<file path="src/rtl/membus_pkg.sv">
// Shared widths and byte-lane helpers for the memory-bus arbiter.
package membus_pkg;

  localparam int unsigned MEMBUS_AW = 18;
  localparam int unsigned MEMBUS_DW = 32;

  // One-hot byte-lane select from the two low address bits.
  function automatic logic [3:0] lane_bytesel(input logic [1:0] lane);
    logic [3:0] sel;
    unique case (lane)
      2'd0: sel = 4'b0001;
      2'd1: sel = 4'b0010;
      2'd2: sel = 4'b0100;
      default: sel = 4'b1000;
    endcase
    return sel;
  endfunction

  function automatic logic [7:0] lane_extract(input logic [MEMBUS_DW-1:0] data,
                                              input logic [1:0] lane);
    logic [7:0] b;
    unique case (lane)
      2'd0: b = data[7:0];
      2'd1: b = data[15:8];
      2'd2: b = data[23:16];
      default: b = data[31:24];
    endcase
    return b;
  endfunction

endpackage

</file>
<file path="src/rtl/membus_arbiter_rr_arbiter.sv">
// Combinational N-way round-robin arbiter; searches from ptr+1 upward, wrapping.
module rr_arbiter #(
  parameter int unsigned N    = 2,
  parameter int unsigned PtrW = (N > 1) ? $clog2(N) : 1
) (
  input  logic [N-1:0]    req,
  input  logic [PtrW-1:0] ptr,
  output logic [N-1:0]    grant,
  output logic            valid
);

  logic [PtrW-1:0] idx;

  always_comb begin
    grant = '0;
    valid = 1'b0;
    idx   = '0;
    for (int unsigned i = 1; i <= N; i++) begin
      idx = PtrW'((32'(ptr) + i) % N);
      if (!valid && req[idx]) begin
        grant[idx] = 1'b1;
        valid      = 1'b1;
      end
    end
  end

endmodule

</file>
<file path="src/rtl/membus_arbiter.sv">
// Memory-bus arbiter: CPU has zero-wait priority, renderer masters share the rest round-robin.
// Optional stall counter enabled by defining MEMBUS_STATS_EN.
module membus_arbiter
  import membus_pkg::*;
#(
  parameter int unsigned NUM_BM     = 2,
  parameter int unsigned ADDR_WIDTH = MEMBUS_AW
) (
  input  logic                         clk,
  input  logic                         rst,
  input  logic [ADDR_WIDTH-1:0]        cpu_addr,
  input  logic [7:0]                   cpu_wrdata,
  input  logic                         cpu_strobe,
  input  logic                         cpu_write,
  output logic [7:0]                   cpu_rddata,
  input  logic [NUM_BM*ADDR_WIDTH-1:0] bm_addr,
  input  logic [NUM_BM-1:0]            bm_strobe,
  output logic [NUM_BM-1:0]            bm_ack,
  output logic [MEMBUS_DW-1:0]         bm_rddata,
  output logic [ADDR_WIDTH-1:0]        mem_addr,
  output logic [MEMBUS_DW-1:0]         mem_wrdata,
  output logic [3:0]                   mem_bytesel,
  output logic                         mem_strobe,
  output logic                         mem_write,
`ifdef MEMBUS_STATS_EN
  input  logic                         stats_clr,
  output logic [15:0]                  stall_count,
`endif
  input  logic [MEMBUS_DW-1:0]         mem_rddata
);

  localparam int unsigned PtrW = (NUM_BM > 1) ? $clog2(NUM_BM) : 1;
  localparam logic [PtrW-1:0] PtrRst = PtrW'(NUM_BM - 1);

  logic [NUM_BM-1:0] ack_q;
  logic [NUM_BM-1:0] eligible;
  logic [NUM_BM-1:0] arb_grant;
  logic              arb_valid;
  logic [NUM_BM-1:0] bm_grant;
  logic [PtrW-1:0]   ptr_q, ptr_d;
  logic [PtrW-1:0]   winner;
  logic [1:0]        cpu_lane_q, cpu_lane_d;

  // A master being acked this cycle still holds its strobe; skip it so it is not fetched twice.
  assign eligible = bm_strobe & ~ack_q;

  rr_arbiter #(
    .N    (NUM_BM),
    .PtrW (PtrW)
  ) u_rr_arbiter (
    .req   (eligible),
    .ptr   (ptr_q),
    .grant (arb_grant),
    .valid (arb_valid)
  );

  always_comb begin
    bm_grant   = '0;
    winner     = '0;
    mem_addr   = '0;
    mem_strobe = 1'b0;
    mem_write  = 1'b0;
    ptr_d      = ptr_q;
    cpu_lane_d = cpu_lane_q;
    if (!rst) begin
      if (cpu_strobe) begin
        mem_addr   = cpu_addr;
        mem_strobe = 1'b1;
        mem_write  = cpu_write;
        if (!cpu_write) begin
          cpu_lane_d = cpu_addr[1:0];
        end
      end else if (arb_valid) begin
        bm_grant   = arb_grant;
        mem_strobe = 1'b1;
        for (int unsigned i = 0; i < NUM_BM; i++) begin
          if (arb_grant[i]) begin
            winner   = PtrW'(i);
            mem_addr = bm_addr[i*ADDR_WIDTH +: ADDR_WIDTH];
          end
        end
        ptr_d = winner;
      end
    end
  end

  always_ff @(posedge clk or posedge rst) begin
    if (rst) begin
      ack_q      <= '0;
      ptr_q      <= PtrRst;
      cpu_lane_q <= 2'd0;
    end else begin
      ack_q      <= bm_grant;
      ptr_q      <= ptr_d;
      cpu_lane_q <= cpu_lane_d;
    end
  end

  assign bm_ack      = ack_q;
  assign bm_rddata   = mem_rddata;
  assign cpu_rddata  = lane_extract(mem_rddata, cpu_lane_q);
  assign mem_wrdata  = {4{cpu_wrdata}};
  assign mem_bytesel = lane_bytesel(mem_addr[1:0]);

`ifdef MEMBUS_STATS_EN
  logic [15:0] stall_q;
  logic        stall;

  // Counts cycles where some master wants the bus but none was granted, CPU cycles included.
  assign stall = (|bm_strobe) && (bm_grant == '0);

  always_ff @(posedge clk or posedge rst) begin
    if (rst) begin
      stall_q <= 16'd0;
    end else if (stats_clr) begin
      stall_q <= 16'd0;
    end else if (stall && (stall_q != 16'hFFFF)) begin
      stall_q <= stall_q + 16'd1;
    end
  end

  assign stall_count = stall_q;
`endif

  a_ack_onehot: assert property (@(posedge clk) disable iff (rst) $onehot0(bm_ack));
  a_no_back_to_back: assert property (@(posedge clk) disable iff (rst) (bm_ack & bm_grant) == '0);

endmodule

</file>
<file path="config.mk">
export PLATFORM = sky130hd
export DESIGN_NAME = membus_arbiter
export DESIGN_NICKNAME = d
export VERILOG_FILES = /design/src/rtl/membus_pkg.sv /design/src/rtl/membus_arbiter_rr_arbiter.sv /design/src/rtl/membus_arbiter.sv
export SDC_FILE = /design/constraint.sdc
export NUM_CORES = 1
export LEC_CHECK = 0
export CORE_ASPECT_RATIO = 1.75
export CORE_UTILIZATION = 22
export DETAILED_ROUTE_END_ITERATION = 10
export GPL_TIMING_DRIVEN = 0
export PLACE_DENSITY = 0.89
export SLEW_MARGIN = 20
export SYNTH_ARGS = -nofsm -noshare
export SYNTH_HDL_FRONTEND = slang
export SYNTH_SLANG_ARGS = --single-unit
export TNS_END_PERCENT = 50
</file>
<file path="constraint.sdc">
create_clock -name clk -period 1.44 [get_ports clk]
set_input_delay 0.144 -clock clk [delete_from_list [all_inputs] [get_ports clk]]
set_output_delay 0.144 -clock clk [all_outputs]
set_load 0.05 [all_outputs]
</file>
# == Yosys cells after proc, flatten, opt, wreduce, memory -nomap -nowiden ==
# Cells that the tools add are included.
# classes
eq_ne,4
shift,0
div_mod_pow,0
bitwise_logic,6
reduce_logical,8
n_addsub,2
mux,28
n_mul,0
magnitude_cmp,4
# op_table
operator,count
$mux W18,5
$pmux W8 S3,1
$mux W1,14
$pmux W4 S3,1
$mux W2,5
$reduce_and A3 Y1,2
$eq A2 B1 Y1 const B,2
$eq A2 B2 Y1 const B,2
$logic_not A2 Y1,2
$lt A1 B2 Y1 const B,2
$logic_and A1 B1 Y1,3
$not A1 Y1,3
$add A1 B1 Y1 const B,2
$and A2 B2 Y2,1
$demux W1 S1,2
$ge A1 B1 Y1 const B,2
$not A2 Y2,1
$or A2 B2 Y2,1
$logic_not A1 Y1,1
# word_totals
regBits,5
output_inout_bits,98
ram_bits,0
mem_count,0
wordCells,55
latch_bits,0
rom_bits,0
inputBits,100

# == Longest topological paths before layout ==
# depth
word_depth,15
depth_mapped,6
ltp_nobuf,4

# == By module ==
# Synthesis repeated with hierarchy kept, for this count alone.
# hier_totals
cells_unflattened,178
hier_area_um2,1357.6
# by_module_without_submodules
module,instances,seq_area_each_um2,cells_each,area_per_inst_um2
membus_arbiter,1,126.4,174,1332.5
rr_arbiter,1,0.0,4,25.0

# == Worst setup path after synthesis ==
# Ideal clock, no wire load.
# synth_timing
path_type,reg-to-output
from,"register ack_q[1], in the netlist bm_ack[1]"
to,output port mem_bytesel[2]
slack_ns,-1.135
required_ns,1.296
path_buffers,0
stages_incl_launch_ff,5
t_arrival_ns,2.431
cell_sequence,dfrtp_1 or3b_4 nand4_1 nand3_1 nor2b_1
# synth_via
elab_chain_cells,15
elab_cells_between_ends,22
cone_classes,eq/ne: 2; mux: 14; bitwise: 3; reduce/logical: 3
# synth_rtl
item,line,source
from (decl),membus_arbiter.sv:35,logic [NUM_BM-1:0] ack_q;
from (signal assigned),membus_arbiter.sv:93,ack_q <= bm_grant;
$not A2 Y2 *,membus_arbiter.sv:45,assign eligible = bm_strobe & ~ack_q;
$and A2 B2 Y2 *,membus_arbiter.sv:45,
$mux W1 (not written as such) (2 in series),membus_arbiter_rr_arbiter.sv:20,if (!valid && req[idx]) begin
$mux W1,membus_arbiter_rr_arbiter.sv:20,
$logic_not A1 Y1,membus_arbiter_rr_arbiter.sv:20,
$logic_and A1 B1 Y1,membus_arbiter_rr_arbiter.sv:20,
$mux W2,membus_arbiter_rr_arbiter.sv:20,
$mux W18 (2 in series),membus_arbiter.sv:77,if (arb_grant[i]) begin
$mux W18 *,membus_arbiter.sv:73,end else if (arb_valid) begin
$mux W18 *,membus_arbiter.sv:66,if (cpu_strobe) begin
$mux W18 *,membus_arbiter.sv:65,if (!rst) begin
net mem_addr[0],membus_arbiter.sv:20,"output logic [ADDR_WIDTH-1:0] mem_addr,"
"$eq A2 B2 Y1, or another cell as far along",membus_pkg.sv:10,unique case (lane)
$pmux W4 S3 *,membus_pkg.sv:10,
to (decl),membus_arbiter.sv:22,"output logic [3:0] mem_bytesel,"
# The timed path passes the listed nets; every way through them passes the cells marked *. The select of a mux whose other input is x is not followed.

# == Worst setup path after layout ==
# layout_timing
from,"register ack_q[1], in the netlist bm_ack[1]"
to,output port mem_addr[8]
# layout_via
elab_chain_cells,13
elab_cells_between_ends,18
cone_classes,mux: 13; bitwise: 3; reduce/logical: 2
# layout_rtl
item,line
$not A2 Y2 *,membus_arbiter.sv:45
$and A2 B2 Y2 *,membus_arbiter.sv:45
$mux W1 (not written as such) (2 in series),membus_arbiter_rr_arbiter.sv:20
$mux W1,membus_arbiter_rr_arbiter.sv:20
$logic_not A1 Y1,membus_arbiter_rr_arbiter.sv:20
$logic_and A1 B1 Y1,membus_arbiter_rr_arbiter.sv:20
$mux W2,membus_arbiter_rr_arbiter.sv:20
$mux W18 (2 in series),membus_arbiter.sv:77
$mux W18 *,membus_arbiter.sv:73
$mux W18 *,membus_arbiter.sv:66
$mux W18 *,membus_arbiter.sv:65
to (decl),membus_arbiter.sv:20
# Mark *: on every way between the ends. The rest lies on a longest branch, timed or not. The select of a mux whose other input is x is not followed.

==> results.sh <==
export IMPL_register_area_um2=128.9
export IMPL_grt_first_pass_wirelength_mm=9.542
export IMPL_ys_warnings_count=0
export IMPL_synthCells=165
export IMPL_synth_edf_count=0
export IMPL_tritoncts="done"
export IMPL_netlist_cell_type_count=33
export IMPL_drive_gt1_share_pct=57.26
export IMPL_die_height_um=106.6
export IMPL_initial_utilization_pct=23.05
export IMPL_io_buffer_count=189
export IMPL_global_route_overflow_total=0
export IMPL_regToRegSetupSlack_ns=0.13
export IMPL_finalWirelength_mm=6.555
export IMPL_finalWeightedCongestion=0.8012
export IMPL_maximum_number_of_pins_on_one_net_before_global_route_repair=11
export IMPL_setup_repair_after_global_routing_missed_its_margin="true"
export IMPL_finalCoreUtilization_pct=63.34
export IMPL_power_ir_vdd_worst_uv=428.0
export IMPL_synth_avg_cell_area_um2=8.341
export IMPL_post_dp_hpwl_mm=5.143
export IMPL_cp_endpoint="mem_addr[8]"
export IMPL_final_nets=473
export IMPL_path_max_fanout=7
export IMPL_fill_cells=492
export IMPL_ys_ff_latch=5
export IMPL_clkSinkCount=5
export IMPL_cts_root_to_sink_buffers=2
export IMPL_number_of_global_route_vias_before_repair=2067
export IMPL_synth_top_cell_by_area="sky130_fd_sc_hd__buf_4"
export IMPL_number_of_buffers_created_by_cts=3
export IMPL_slew_headroom_pct=65.45
export IMPL_synthesis_nets=265
export IMPL_num_rows=37
export IMPL_p_leak_nw=1.683
export IMPL_finalWorstSetupSlack_ns=-0.5000
export IMPL_postRouteAntennaNets=0
export IMPL_final_hold_violation_count=0
export IMPL_fin_crit_sh_pct=134.7
export IMPL_setup_worst_path_start_class="flop"
export IMPL_worst_skew_pair_late_latency_ns=0.22
export IMPL_finalWorstPathRequiredPeriod_ns=1.940
export IMPL_layout_cells_most_common="sky130_fd_sc_hd__clkdlybuf4s50_1"
export IMPL_top_level_ports=198
export IMPL_path_class="reg2out"
export IMPL_p_per_area_nw_per_um2=677.3
export IMPL_hp_class="in2async"
export IMPL_use_met2_pct=38.56
export IMPL_die_area_um2=6589
export IMPL_core_area_um2=5972
export IMPL_post_drt_via_cell_ratio=4.320
export IMPL_total_power_mw=2.562
export IMPL_route_detailed_wl_per_inst_um=14.57
export IMPL_place_inst=432
export IMPL_post_placement_worst_setup_slack_ns=-1.328
export IMPL_slew_viol_final=0
export IMPL_failed_checks="negative setup slack"
export IMPL_result_of_the_run="complete, but fails checks"
export IMPL_timing_final_setup_violations=31
export IMPL_critical_path_reg2reg_startpoint="bm_ack[1]"
export IMPL_sum_of_negative_setup_slack_ns=-10.80
export IMPL_critical_path_arrival_ns=1.80
export IMPL_floorplan_die_width_um=61.79
export IMPL_cts_root_buf="sky130_fd_sc_hd__clkbuf_8"
export IMPL_syn_to_final_growth_pct=174.8
export IMPL_worst_setup_path_end_kind="output pin"
export IMPL_busiest_layer="met2"
export IMPL_post_synth_main_area_contributors="sky130_fd_sc_hd__buf_4, sky130_fd_sc_hd__mux4_2, sky130_fd_sc_hd__a22oi_2"
export IMPL_max_freq_mhz=515.5
export IMPL_ctsHtreeMaxLevel=1
export IMPL_multiInputGateArea_um2=925.9
export IMPL_layout_cells_non_filler=450
export IMPL_synth_top_cell_area_share_pct=35.45
export IMPL_met1_usage_pct=17.93
export IMPL_detailroute_via_count=1944
export IMPL_antenna_diode_count=0
export IMPL_timing_critical_path_from="bm_ack[1]"
export IMPL_yosys_most_used_dff="sky130_fd_sc_hd__dfrtp_1"
export IMPL_gr_usage_met3_pct=4.343
export IMPL_worst_r2r_path_depth=5
export IMPL_drt_iter0_drc=58
export IMPL_layout_cells_most_common_list="sky130_fd_sc_hd__clkdlybuf4s50_1, sky130_fd_sc_hd__buf_4, sky130_fd_sc_hd__buf_6, sky130_fd_sc_hd__nand2_1, sky130_fd_sc_hd__a22oi_2"
export IMPL_globalRouteTotalUtil_pct=19.22
export IMPL_synthArstFlopShare_pct=100.0
export IMPL_r2r_end="ptr_q"
export IMPL_antenna_found_initial=0
export IMPL_skew_ns=0.0005413
export IMPL_yosysSeqAreaShare_pct=9.182
export IMPL_drv_cap=0
export IMPL_first_pass_iters=4
export IMPL_worstMarginPinSlew_ns=0.5166
export IMPL_drc=0
export IMPL_path_clk_slew_ns=0.04
export IMPL_data_required_time_at_the_worst_endpoint_ns=1.30
export IMPL_netlist_area_um2=1376
[state kept, by name, indices dropped and copies added (netlist names)]
| name | flops |
|---|---|
| bm_ack | 2 |
| cpu_lane_q | 2 |
| ptr_q | 1 |
[critical path, cell delays in order (launching register included)]
cell and delay (ns):
sky130_fd_sc_hd__dfrtp_2 0.40, sky130_fd_sc_hd__or3b_4 0.38, sky130_fd_sc_hd__and2_4 0.22, sky130_fd_sc_hd__buf_12 0.15, sky130_fd_sc_hd__a22oi_2 0.19, sky130_fd_sc_hd__o21ai_4 0.07, sky130_fd_sc_hd__buf_6 0.15
[metrics by stage]
stage | instance area, um2 | hold slack [ns]
after floorplan | 1594 | -0.07834
after global placement | 3583 | 0.4413
after detailed placement | 3583 | 0.4473
after CTS | 3747 | 0.04817
after global routing | 3782 | 0.09364
final | 3782 | 0.05610
[final cells by class]
| cell class | instances | share of cell area, % |
|---|---|---|
| well taps | 78 | 2.580 |
| clock buffers | 4 | 1.191 |
| repair buffers | 206 | 53.39 |
| multi-input cells | 86 | 24.48 |
| plain buffers | 70 | 14.85 |
| flip-flops and latches | 5 | 3.407 |
| inverters | 1 | 0.09924 |
[kinds of logic (layout without fill, tap and decap cells)]
| family | count (synthesis) | count (layout) | synth area share (%) |
|---|---|---|---|
| muxes | 10 | 10 | 14.73 |
| buffers and inverters | 74 | 281 | 40.27 |
| DFF | 5 | 5 | 9.182 |
| and+or+nand+nor | 42 | 42 | 16.00 |
| AOI/OAI and AO/OA | 34 | 34 | 19.82 |
[layer usage]
layer,vias up,part of all wire (%)
li1,937,-
met1,878,31
met2,115,59
met3,14,7.9
met4,0,1.6
met5,-,0
[timing repair]
action,4_1_cts,5_1_grt
endpoints found under the setup margin,67,32
gates cloned,2,1
gates resized for setup,279,4
setup buffers,12,2
pin swaps,26,12
hold buffers,0,0
[worst min-delay path by stage]
stage	startpoint	end	slack, ns	cells after the start
6_report	rst	bm_ack[1]	0.06	2
3_3_place_gp	rst	cpu_lane_q[0]	0.44	2
2_1_floorplan	rst	cpu_lane_q[0]	-0.08	1
5_1_grt	rst	bm_ack[1]	0.09	2
3_5_place_dp	rst	cpu_lane_q[1]	0.45	2
4_1_cts	rst	bm_ack[1]	0.05	2
[power by group]
part	switching, mW	total [mW]	internal, mW
clock	0.0678	0.258	0.190
sequential	0.0320	0.196	0.164
combinational	1.13	2.11	0.975
[cell usage after synthesis, types with 2 or more instances]
cell type                  n
sky130_fd_sc_hd__dfrtp_1   4
sky130_fd_sc_hd__nand3_1   2
sky130_fd_sc_hd__nor2_1    3
sky130_fd_sc_hd__o21ai_0   6
sky130_fd_sc_hd__buf_4    65
sky130_fd_sc_hd__buf_2     2
sky130_fd_sc_hd__a22oi_2   9
sky130_fd_sc_hd__nand4_1   4
sky130_fd_sc_hd__mux2_2    2
sky130_fd_sc_hd__nor2b_1   4
sky130_fd_sc_hd__o21ai_1  11
sky130_fd_sc_hd__and2_1    3
sky130_fd_sc_hd__mux4_2    8
sky130_fd_sc_hd__nand2_1  18
sky130_fd_sc_hd__a22oi_1   6
No activity file was read; power rests on OpenSTA's default activity.
